<file path="config.mk">
export PLATFORM = sky130hd
export DESIGN_NAME = axis_input_sync
export DESIGN_NICKNAME = d
export VERILOG_FILES = /design/src/rtl/axis_input_sync_pkg.sv /design/src/rtl/axis_sync_fifo.sv /design/src/rtl/axis_input_sync.sv
export SDC_FILE = /design/constraint.sdc
export NUM_CORES = 1
export LEC_CHECK = 0
export ABC_AREA = 0
export CORE_MARGIN = 2
export CORE_UTILIZATION = 65
export DETAILED_ROUTE_END_ITERATION = 10
export DONT_BUFFER_PORTS = 1
export GPL_ROUTABILITY_DRIVEN = 0
export GPL_TIMING_DRIVEN = 0
export PLACE_DENSITY = 0.81
export SYNTH_ARGS = -nofsm -noshare
export SYNTH_HDL_FRONTEND = slang
export SYNTH_SLANG_ARGS = --single-unit
</file>
<file path="constraint.sdc">
create_clock -name aclk -period 5.2 [get_ports aclk]
set_input_delay 1.04 -clock aclk [delete_from_list [all_inputs] [get_ports aclk]]
set_output_delay 1.04 -clock aclk [all_outputs]
set_load 0.02 [all_outputs]
</file>
<file path="src/rtl/axis_input_sync_pkg.sv">
// axis_input_sync_pkg
//   Shared types and width helpers for the conv-input stream join.
//   - sync_state_e : join FSM state (IDLE waits for a config strobe,
//                    RUN merges beats until the weights tlast goes out)
//   - PIX_W / W_W  : per-channel pixel and weights bus widths for the
//                    default geometry
//   - pix_width / wt_width : the same widths for any parameter set
package axis_input_sync_pkg;

    typedef enum logic [0:0] {
        IDLE = 1'b0,
        RUN  = 1'b1
    } sync_state_e;

    localparam int unsigned DEF_WORD_WIDTH   = 8;
    localparam int unsigned DEF_UNITS        = 2;
    localparam int unsigned DEF_CORES        = 2;
    localparam int unsigned DEF_KERNEL_W_MAX = 3;

    localparam int unsigned PIX_W = DEF_UNITS * DEF_WORD_WIDTH;
    localparam int unsigned W_W   = DEF_CORES * DEF_KERNEL_W_MAX * DEF_WORD_WIDTH;

    function automatic int unsigned pix_width(input int unsigned units,
                                              input int unsigned word_width);
        return units * word_width;
    endfunction

    function automatic int unsigned wt_width(input int unsigned cores,
                                             input int unsigned kernel_w_max,
                                             input int unsigned word_width);
        return cores * kernel_w_max * word_width;
    endfunction

endpackage

</file>
<file path="src/rtl/axis_sync_fifo.sv">
// axis_sync_fifo
//   Single-clock FIFO with a registered occupancy count and a registered
//   write-ready (not-full) flag.
//   Ports:
//     aclk, aresetn   clock, asynchronous active-low reset
//     wr_valid        write request
//     wr_ready        not full; low during reset, high from the first edge
//                     after release
//     wr_data         write word
//     rd_en           pop request (ignored while empty)
//     rd_data         head word (undefined while empty)
//     empty           no words stored
module axis_sync_fifo #(
    parameter int unsigned WIDTH = 8,
    parameter int unsigned DEPTH = 4
) (
    input  logic             aclk,
    input  logic             aresetn,
    input  logic             wr_valid,
    output logic             wr_ready,
    input  logic [WIDTH-1:0] wr_data,
    input  logic             rd_en,
    output logic [WIDTH-1:0] rd_data,
    output logic             empty
);

    localparam int unsigned    AW      = $clog2(DEPTH);
    localparam logic [AW:0]    DEPTH_C = (AW + 1)'(DEPTH);

    logic [WIDTH-1:0] mem [DEPTH];
    logic [AW-1:0]    wr_ptr;
    logic [AW-1:0]    rd_ptr;
    logic [AW:0]      count;
    logic [AW:0]      count_nxt;
    logic             not_full;
    logic             push;
    logic             pop;

    assign wr_ready = not_full;
    assign empty    = (count == '0);
    assign push     = wr_valid && not_full;
    assign pop      = rd_en && !empty;
    assign rd_data  = mem[rd_ptr];

    always_comb begin
        count_nxt = count;
        if (push && !pop) begin
            count_nxt = count + 1'b1;
        end else if (!push && pop) begin
            count_nxt = count - 1'b1;
        end
    end

    // not_full is derived from the next count so it is purely registered:
    // a pop at full frees a slot only from the following cycle.
    always_ff @(posedge aclk or negedge aresetn) begin
        if (!aresetn) begin
            wr_ptr   <= '0;
            rd_ptr   <= '0;
            count    <= '0;
            not_full <= 1'b0;
        end else begin
            if (push) wr_ptr <= wr_ptr + 1'b1;
            if (pop)  rd_ptr <= rd_ptr + 1'b1;
            count    <= count_nxt;
            not_full <= (count_nxt != DEPTH_C);
        end
    end

    always_ff @(posedge aclk) begin
        if (push) begin
            mem[wr_ptr] <= wr_data;
        end
    end

endmodule

</file>
<file path="src/rtl/axis_input_sync.sv">
// axis_input_sync
//   Joins N_PIX pixel AXI-Stream channels and one weights channel into one
//   lockstep conv-input stream. Every input has its own FIFO that fills
//   regardless of FSM state; the output advances only when the weights FIFO
//   and every enabled pixel FIFO hold a beat. Weights define framing.
//   Ports:
//     aclk, aresetn              clock, asynchronous active-low reset
//     cfg_valid/cfg_ready        packet start handshake (ready while IDLE)
//     cfg_pix_mask               enabled pixel channels, latched on handshake
//     s_axis_pixels_*            N_PIX pixel input channels
//     s_axis_weights_*           weights input channel (+ tuser)
//     m_axis_*                   joined output; disabled channels read zero
//     err_last_mismatch          sticky pixel/weights tlast disagreement
//     beat_count                 output handshakes in the current packet
module axis_input_sync
    import axis_input_sync_pkg::*;
#(
    parameter int unsigned WORD_WIDTH   = 8,
    parameter int unsigned UNITS        = 2,
    parameter int unsigned CORES        = 2,
    parameter int unsigned KERNEL_W_MAX = 3,
    parameter int unsigned N_PIX        = 2,
    parameter int unsigned TUSER_WIDTH  = 16,
    parameter int unsigned FIFO_DEPTH   = 4
) (
    input  logic                                  aclk,
    input  logic                                  aresetn,
    input  logic                                  cfg_valid,
    output logic                                  cfg_ready,
    input  logic [N_PIX-1:0]                      cfg_pix_mask,
    input  logic [N_PIX-1:0]                      s_axis_pixels_tvalid,
    output logic [N_PIX-1:0]                      s_axis_pixels_tready,
    input  logic [N_PIX-1:0]                      s_axis_pixels_tlast,
    input  logic [N_PIX*UNITS*WORD_WIDTH-1:0]     s_axis_pixels_tdata,
    input  logic                                  s_axis_weights_tvalid,
    output logic                                  s_axis_weights_tready,
    input  logic                                  s_axis_weights_tlast,
    input  logic [CORES*KERNEL_W_MAX*WORD_WIDTH-1:0] s_axis_weights_tdata,
    input  logic [TUSER_WIDTH-1:0]                s_axis_weights_tuser,
    output logic                                  m_axis_tvalid,
    input  logic                                  m_axis_tready,
    output logic                                  m_axis_tlast,
    output logic [N_PIX*UNITS*WORD_WIDTH-1:0]     m_axis_pixels_tdata,
    output logic [CORES*KERNEL_W_MAX*WORD_WIDTH-1:0] m_axis_weights_tdata,
    output logic [TUSER_WIDTH-1:0]                m_axis_tuser,
    output logic                                  err_last_mismatch,
    output logic [31:0]                           beat_count
);

    localparam int unsigned CH_W = pix_width(UNITS, WORD_WIDTH);
    localparam int unsigned WT_W = wt_width(CORES, KERNEL_W_MAX, WORD_WIDTH);
    localparam int unsigned PF_W = CH_W + 1;
    localparam int unsigned WF_W = WT_W + 1 + TUSER_WIDTH;

    sync_state_e      state;
    logic [N_PIX-1:0] mask;

    logic [N_PIX-1:0] pix_empty;
    logic [N_PIX-1:0] pix_last;
    logic [N_PIX-1:0] pix_pop;
    logic [CH_W-1:0]  pix_data [N_PIX];

    logic                   w_empty;
    logic                   w_last;
    logic                   w_pop;
    logic [WT_W-1:0]        w_data;
    logic [TUSER_WIDTH-1:0] w_user;
    logic [WF_W-1:0]        w_word;

    logic joined;
    logic handshake;
    logic last_mismatch;

    genvar c;
    generate
        for (c = 0; c < N_PIX; c++) begin : g_pix
            logic [PF_W-1:0] rd_word;

            axis_sync_fifo #(
                .WIDTH (PF_W),
                .DEPTH (FIFO_DEPTH)
            ) u_fifo (
                .aclk     (aclk),
                .aresetn  (aresetn),
                .wr_valid (s_axis_pixels_tvalid[c]),
                .wr_ready (s_axis_pixels_tready[c]),
                .wr_data  ({s_axis_pixels_tlast[c], s_axis_pixels_tdata[c*CH_W +: CH_W]}),
                .rd_en    (pix_pop[c]),
                .rd_data  (rd_word),
                .empty    (pix_empty[c])
            );

            assign pix_last[c] = rd_word[PF_W-1];
            assign pix_data[c] = rd_word[CH_W-1:0];
        end
    endgenerate

    axis_sync_fifo #(
        .WIDTH (WF_W),
        .DEPTH (FIFO_DEPTH)
    ) u_weights_fifo (
        .aclk     (aclk),
        .aresetn  (aresetn),
        .wr_valid (s_axis_weights_tvalid),
        .wr_ready (s_axis_weights_tready),
        .wr_data  ({s_axis_weights_tuser, s_axis_weights_tlast, s_axis_weights_tdata}),
        .rd_en    (w_pop),
        .rd_data  (w_word),
        .empty    (w_empty)
    );

    assign w_data = w_word[WT_W-1:0];
    assign w_last = w_word[WT_W];
    assign w_user = w_word[WF_W-1 -: TUSER_WIDTH];

    // Disabled channels never gate the join and are never popped, so their
    // prefetched beats stay queued for a later packet.
    assign joined        = !w_empty && ((pix_empty & mask) == '0);
    assign m_axis_tvalid = (state == RUN) && joined;
    assign handshake     = m_axis_tvalid && m_axis_tready;
    assign w_pop         = handshake;
    assign pix_pop       = {N_PIX{handshake}} & mask;
    assign last_mismatch = ((pix_last ^ {N_PIX{w_last}}) & mask) != '0;
    assign cfg_ready     = (state == IDLE);

    // Data is forced to zero whenever no beat is presented so that empty
    // FIFO heads never leak onto the bus.
    always_comb begin
        m_axis_pixels_tdata = '0;
        for (int unsigned i = 0; i < N_PIX; i++) begin
            if (m_axis_tvalid && mask[i]) begin
                m_axis_pixels_tdata[i*CH_W +: CH_W] = pix_data[i];
            end
        end
    end

    assign m_axis_weights_tdata = m_axis_tvalid ? w_data : '0;
    assign m_axis_tuser         = m_axis_tvalid ? w_user : '0;
    assign m_axis_tlast         = m_axis_tvalid && w_last;

    always_ff @(posedge aclk or negedge aresetn) begin
        if (!aresetn) begin
            state             <= IDLE;
            mask              <= '0;
            err_last_mismatch <= 1'b0;
            beat_count        <= '0;
        end else begin
            case (state)
                IDLE: begin
                    if (cfg_valid) begin
                        state             <= RUN;
                        mask              <= cfg_pix_mask;
                        err_last_mismatch <= 1'b0;
                        beat_count        <= '0;
                    end
                end
                RUN: begin
                    if (handshake) begin
                        beat_count <= beat_count + 32'd1;
                        if (last_mismatch) err_last_mismatch <= 1'b1;
                        if (w_last)        state             <= IDLE;
                    end
                end
                default: state <= IDLE;
            endcase
        end
    end

endmodule

</file>
==> results.ini <==
[floorplanning]
core_area_um2 = 27900
num_io_pins = 243
die_h_um = 173
die_area_um2 = 29800
placementRows = 61
initial_utilization = 0.664
die_w_um = 173

[clock_tree]
clk_path_buf_depth = 3
cts_tree = built
htree_num_levels = 2
cts_resized = 0
clk_pin_slew_ps = 60
cts-buffers-inserted = 44
clock-root-buffer = clkbuf_16
clock_sinks = 456
cts_setup_buffers = 0
cts_hold_buf = 0
insertion_delay_ps = 530

[final_layout]
antenna_cells = 0
final_common_cell = edfxtp_1
nets = 1197
multi_input_area_um2 = 4790
finalNonFillerCells = 1478
synthToLayoutAreaGrowth_pct = 10.7
drive_above_1_share = 0.181
layout_common_cells = 396 x edfxtp_1, 99 x mux4_2, 70 x and2_1
post-route-cell-area_um2 = 20500
fillCellCount = 1622
regArea_um2 = 13400

[timing]
final_hold_viol_count = 0
slew_headroom = 0.359
post-route-worst-setup-slack_ps = 784
fin_crit_ps = 4420
setup-tns-final_ps = 0
final_max_slew_viol_count = 0
setup_viol = 0
grt_setup_unrepaired = no
tightest_slew_ps = 962
finClkSkew_ps = 10.6
fmax_mhz = 226
holdWs_ps = 195
fin_crit_sh = 0.849

[placed_design]
dp_hpwl_mm = 23.9
place_ws_ps = 1330
dpl_cell_area_um2 = 19100
io_buffers = 0
dp_cells = 1399

[setup_path]
reg2reg_setup_slack_ps = 2670
worstReg2RegStart = u_weights_fifo.count[0]
r2r-end = g_pix[1].u_fifo.wr_ready
critPathMaxFanout = 10
cp-end-kind = primary output
worstPathArrival_ps = 3380
worstRegToRegCells = 7
crit_type = reg -> out
cp.required_ps = 4160
critPathLaunchType = flip-flop

[drt]
drtPass1Iterations = 5
wl_per_cell_um = 25.0
routed_via_density = 6.47
routed_wl_mm = 37.0
drt-initial-drc-count = 830
drc = 0
ant_nets = 0
num_vias = 9560

[job]
cap_violations = 0

[yosys]
syn-num-nets = 1147
synth_cell_types = 53
avgSynthCellArea_um2 = 18.2
syn_area_um2 = 18500
ys.flop_type = edfxtp_1
synth-seq-cells = 456
synth_cells = 1017
async_flop_share = 0.132
yosysSeqAreaShare = 0.724
synth-edff-count = 396
yosys_warnings = 0

[global_route]
grt_start_max_net_pins = 61
antenna_found_initial = 0
grt_pass1_wl_mm = 58.0
grt_pass1_vias = 9963
grt_overflow = 0
grtUsageTotal = 0.253

[power]
ir_worst_vdd_v = 0.000431
leakagePower_nw = 6.98
p_per_area_nw_per_um2 = 596

[min_path]
hp-class = in -> async

[outcome]
status = finished clean

-- state kept, by name, indices dropped and copies added (netlist names) --
register / flops
u_weights_fifo.wr_ptr: 2
g_pix.u_fifo.mem: 136
u_weights_fifo.wr_ready: 1
u_weights_fifo.rd_ptr: 2
u_weights_fifo.count: 3
g_pix.u_fifo.count: 6
g_pix.u_fifo.wr_ready: 2
err_last_mismatch: 1
g_pix.u_fifo.rd_ptr: 4
mask: 2
state: 1
u_weights_fifo.mem: 260
beat_count: 32
g_pix.u_fifo.wr_ptr: 4
-- report_power, final --
| group | leakage, nW | switching, W | internal (W) |
|---|---|---|---|
| registers | 4.39 | 0.000319 | 0.00476 |
| logic | 1.92 | 0.00263 | 0.00148 |
| clock network | 0.671 | 0.00127 | 0.00173 |
-- Yosys cell counts, types with 3 or more instances --
cell type,number,area [µm²]
ha_1,22,275
buf_2,17,85.1
clkbuf_1,33,124
a21oi_1,29,145
dfrtp_1,60,1500
and4_1,5,43.8
inv_1,19,71.3
nand2_1,40,150
and2_1,70,438
edfxtp_1,396,11900
or4_1,21,158
nand4_1,12,75.1
nand3_1,23,115
and3_1,52,325
o21ai_0,8,40.0
nor3_1,7,35.0
xor2_1,4,35.0
nor2_1,17,63.8
mux4_2,99,2230
xnor2_1,17,149
or3_1,4,25.0
o31ai_1,23,173
o311ai_0,3,26.3
-- worst max-delay path, cell delays in order (launching register included) --
cell	delay, ps
dfrtp_1	440
inv_1	140
ha_1	210
or2b_1	230
nand4_4	200
inv_4	170
buf_2	360
clkbuf_1	620
and2_1	450
-- worst max-delay path by stage --
stage / start / slack, ps / endpoint
6_report: u_weights_fifo.count[0] / 780 / m_axis_tuser[10]
5_1_grt: u_weights_fifo.count[0] / 560 / m_axis_tuser[10]
4_1_cts: u_weights_fifo.count[0] / 760 / m_axis_tuser[10]
3_5_place_dp: u_weights_fifo.count[0] / 1330 / m_axis_tuser[10]
3_3_place_gp: s_axis_weights_tvalid / 1030 / u_weights_fifo.mem[1][25]
2_1_floorplan: s_axis_weights_tvalid / 2150 / u_weights_fifo.mem[0][0]
-- layer usage --
layer	routed length (µm)	vias to the layer above	GRT usage
met5	0	-	0
met4	960	0	0.0805
met3	3540	69	0.0809
met2	18400	434	0.409
met1	14100	4907	0.336
li1	-	4150	-
-- metrics by stage --
step                      utilization  power [W]
after floorplan                     -    0.00824
after global routing            0.734     0.0128
after CTS                       0.734     0.0123
after detailed placement        0.685    0.00929
final                           0.734     0.0122
after global placement          0.681    0.00916
-- area by class of cell --
cell class	instances	area share
plain buffers	54	0.0120
clock buffers	53	0.0565
clock inverters	26	0.0103
inverters	20	0.00379
multi-input cells	487	0.234
flip-flops and latches	456	0.655
well taps	378	0.0231
repair buffers	4	0.00538
-- logic make-up after synthesis --
kind of cell | count (synthesis) | synth area share
fa+ha+maj | 23 | 0.0154
buf+inv | 74 | 0.0175
simple gates | 265 | 0.0836
xor+xnor | 21 | 0.00995
mux | 102 | 0.122
flops | 456 | 0.724
compound gates | 76 | 0.0268
(Power assumes the default switching activity.)
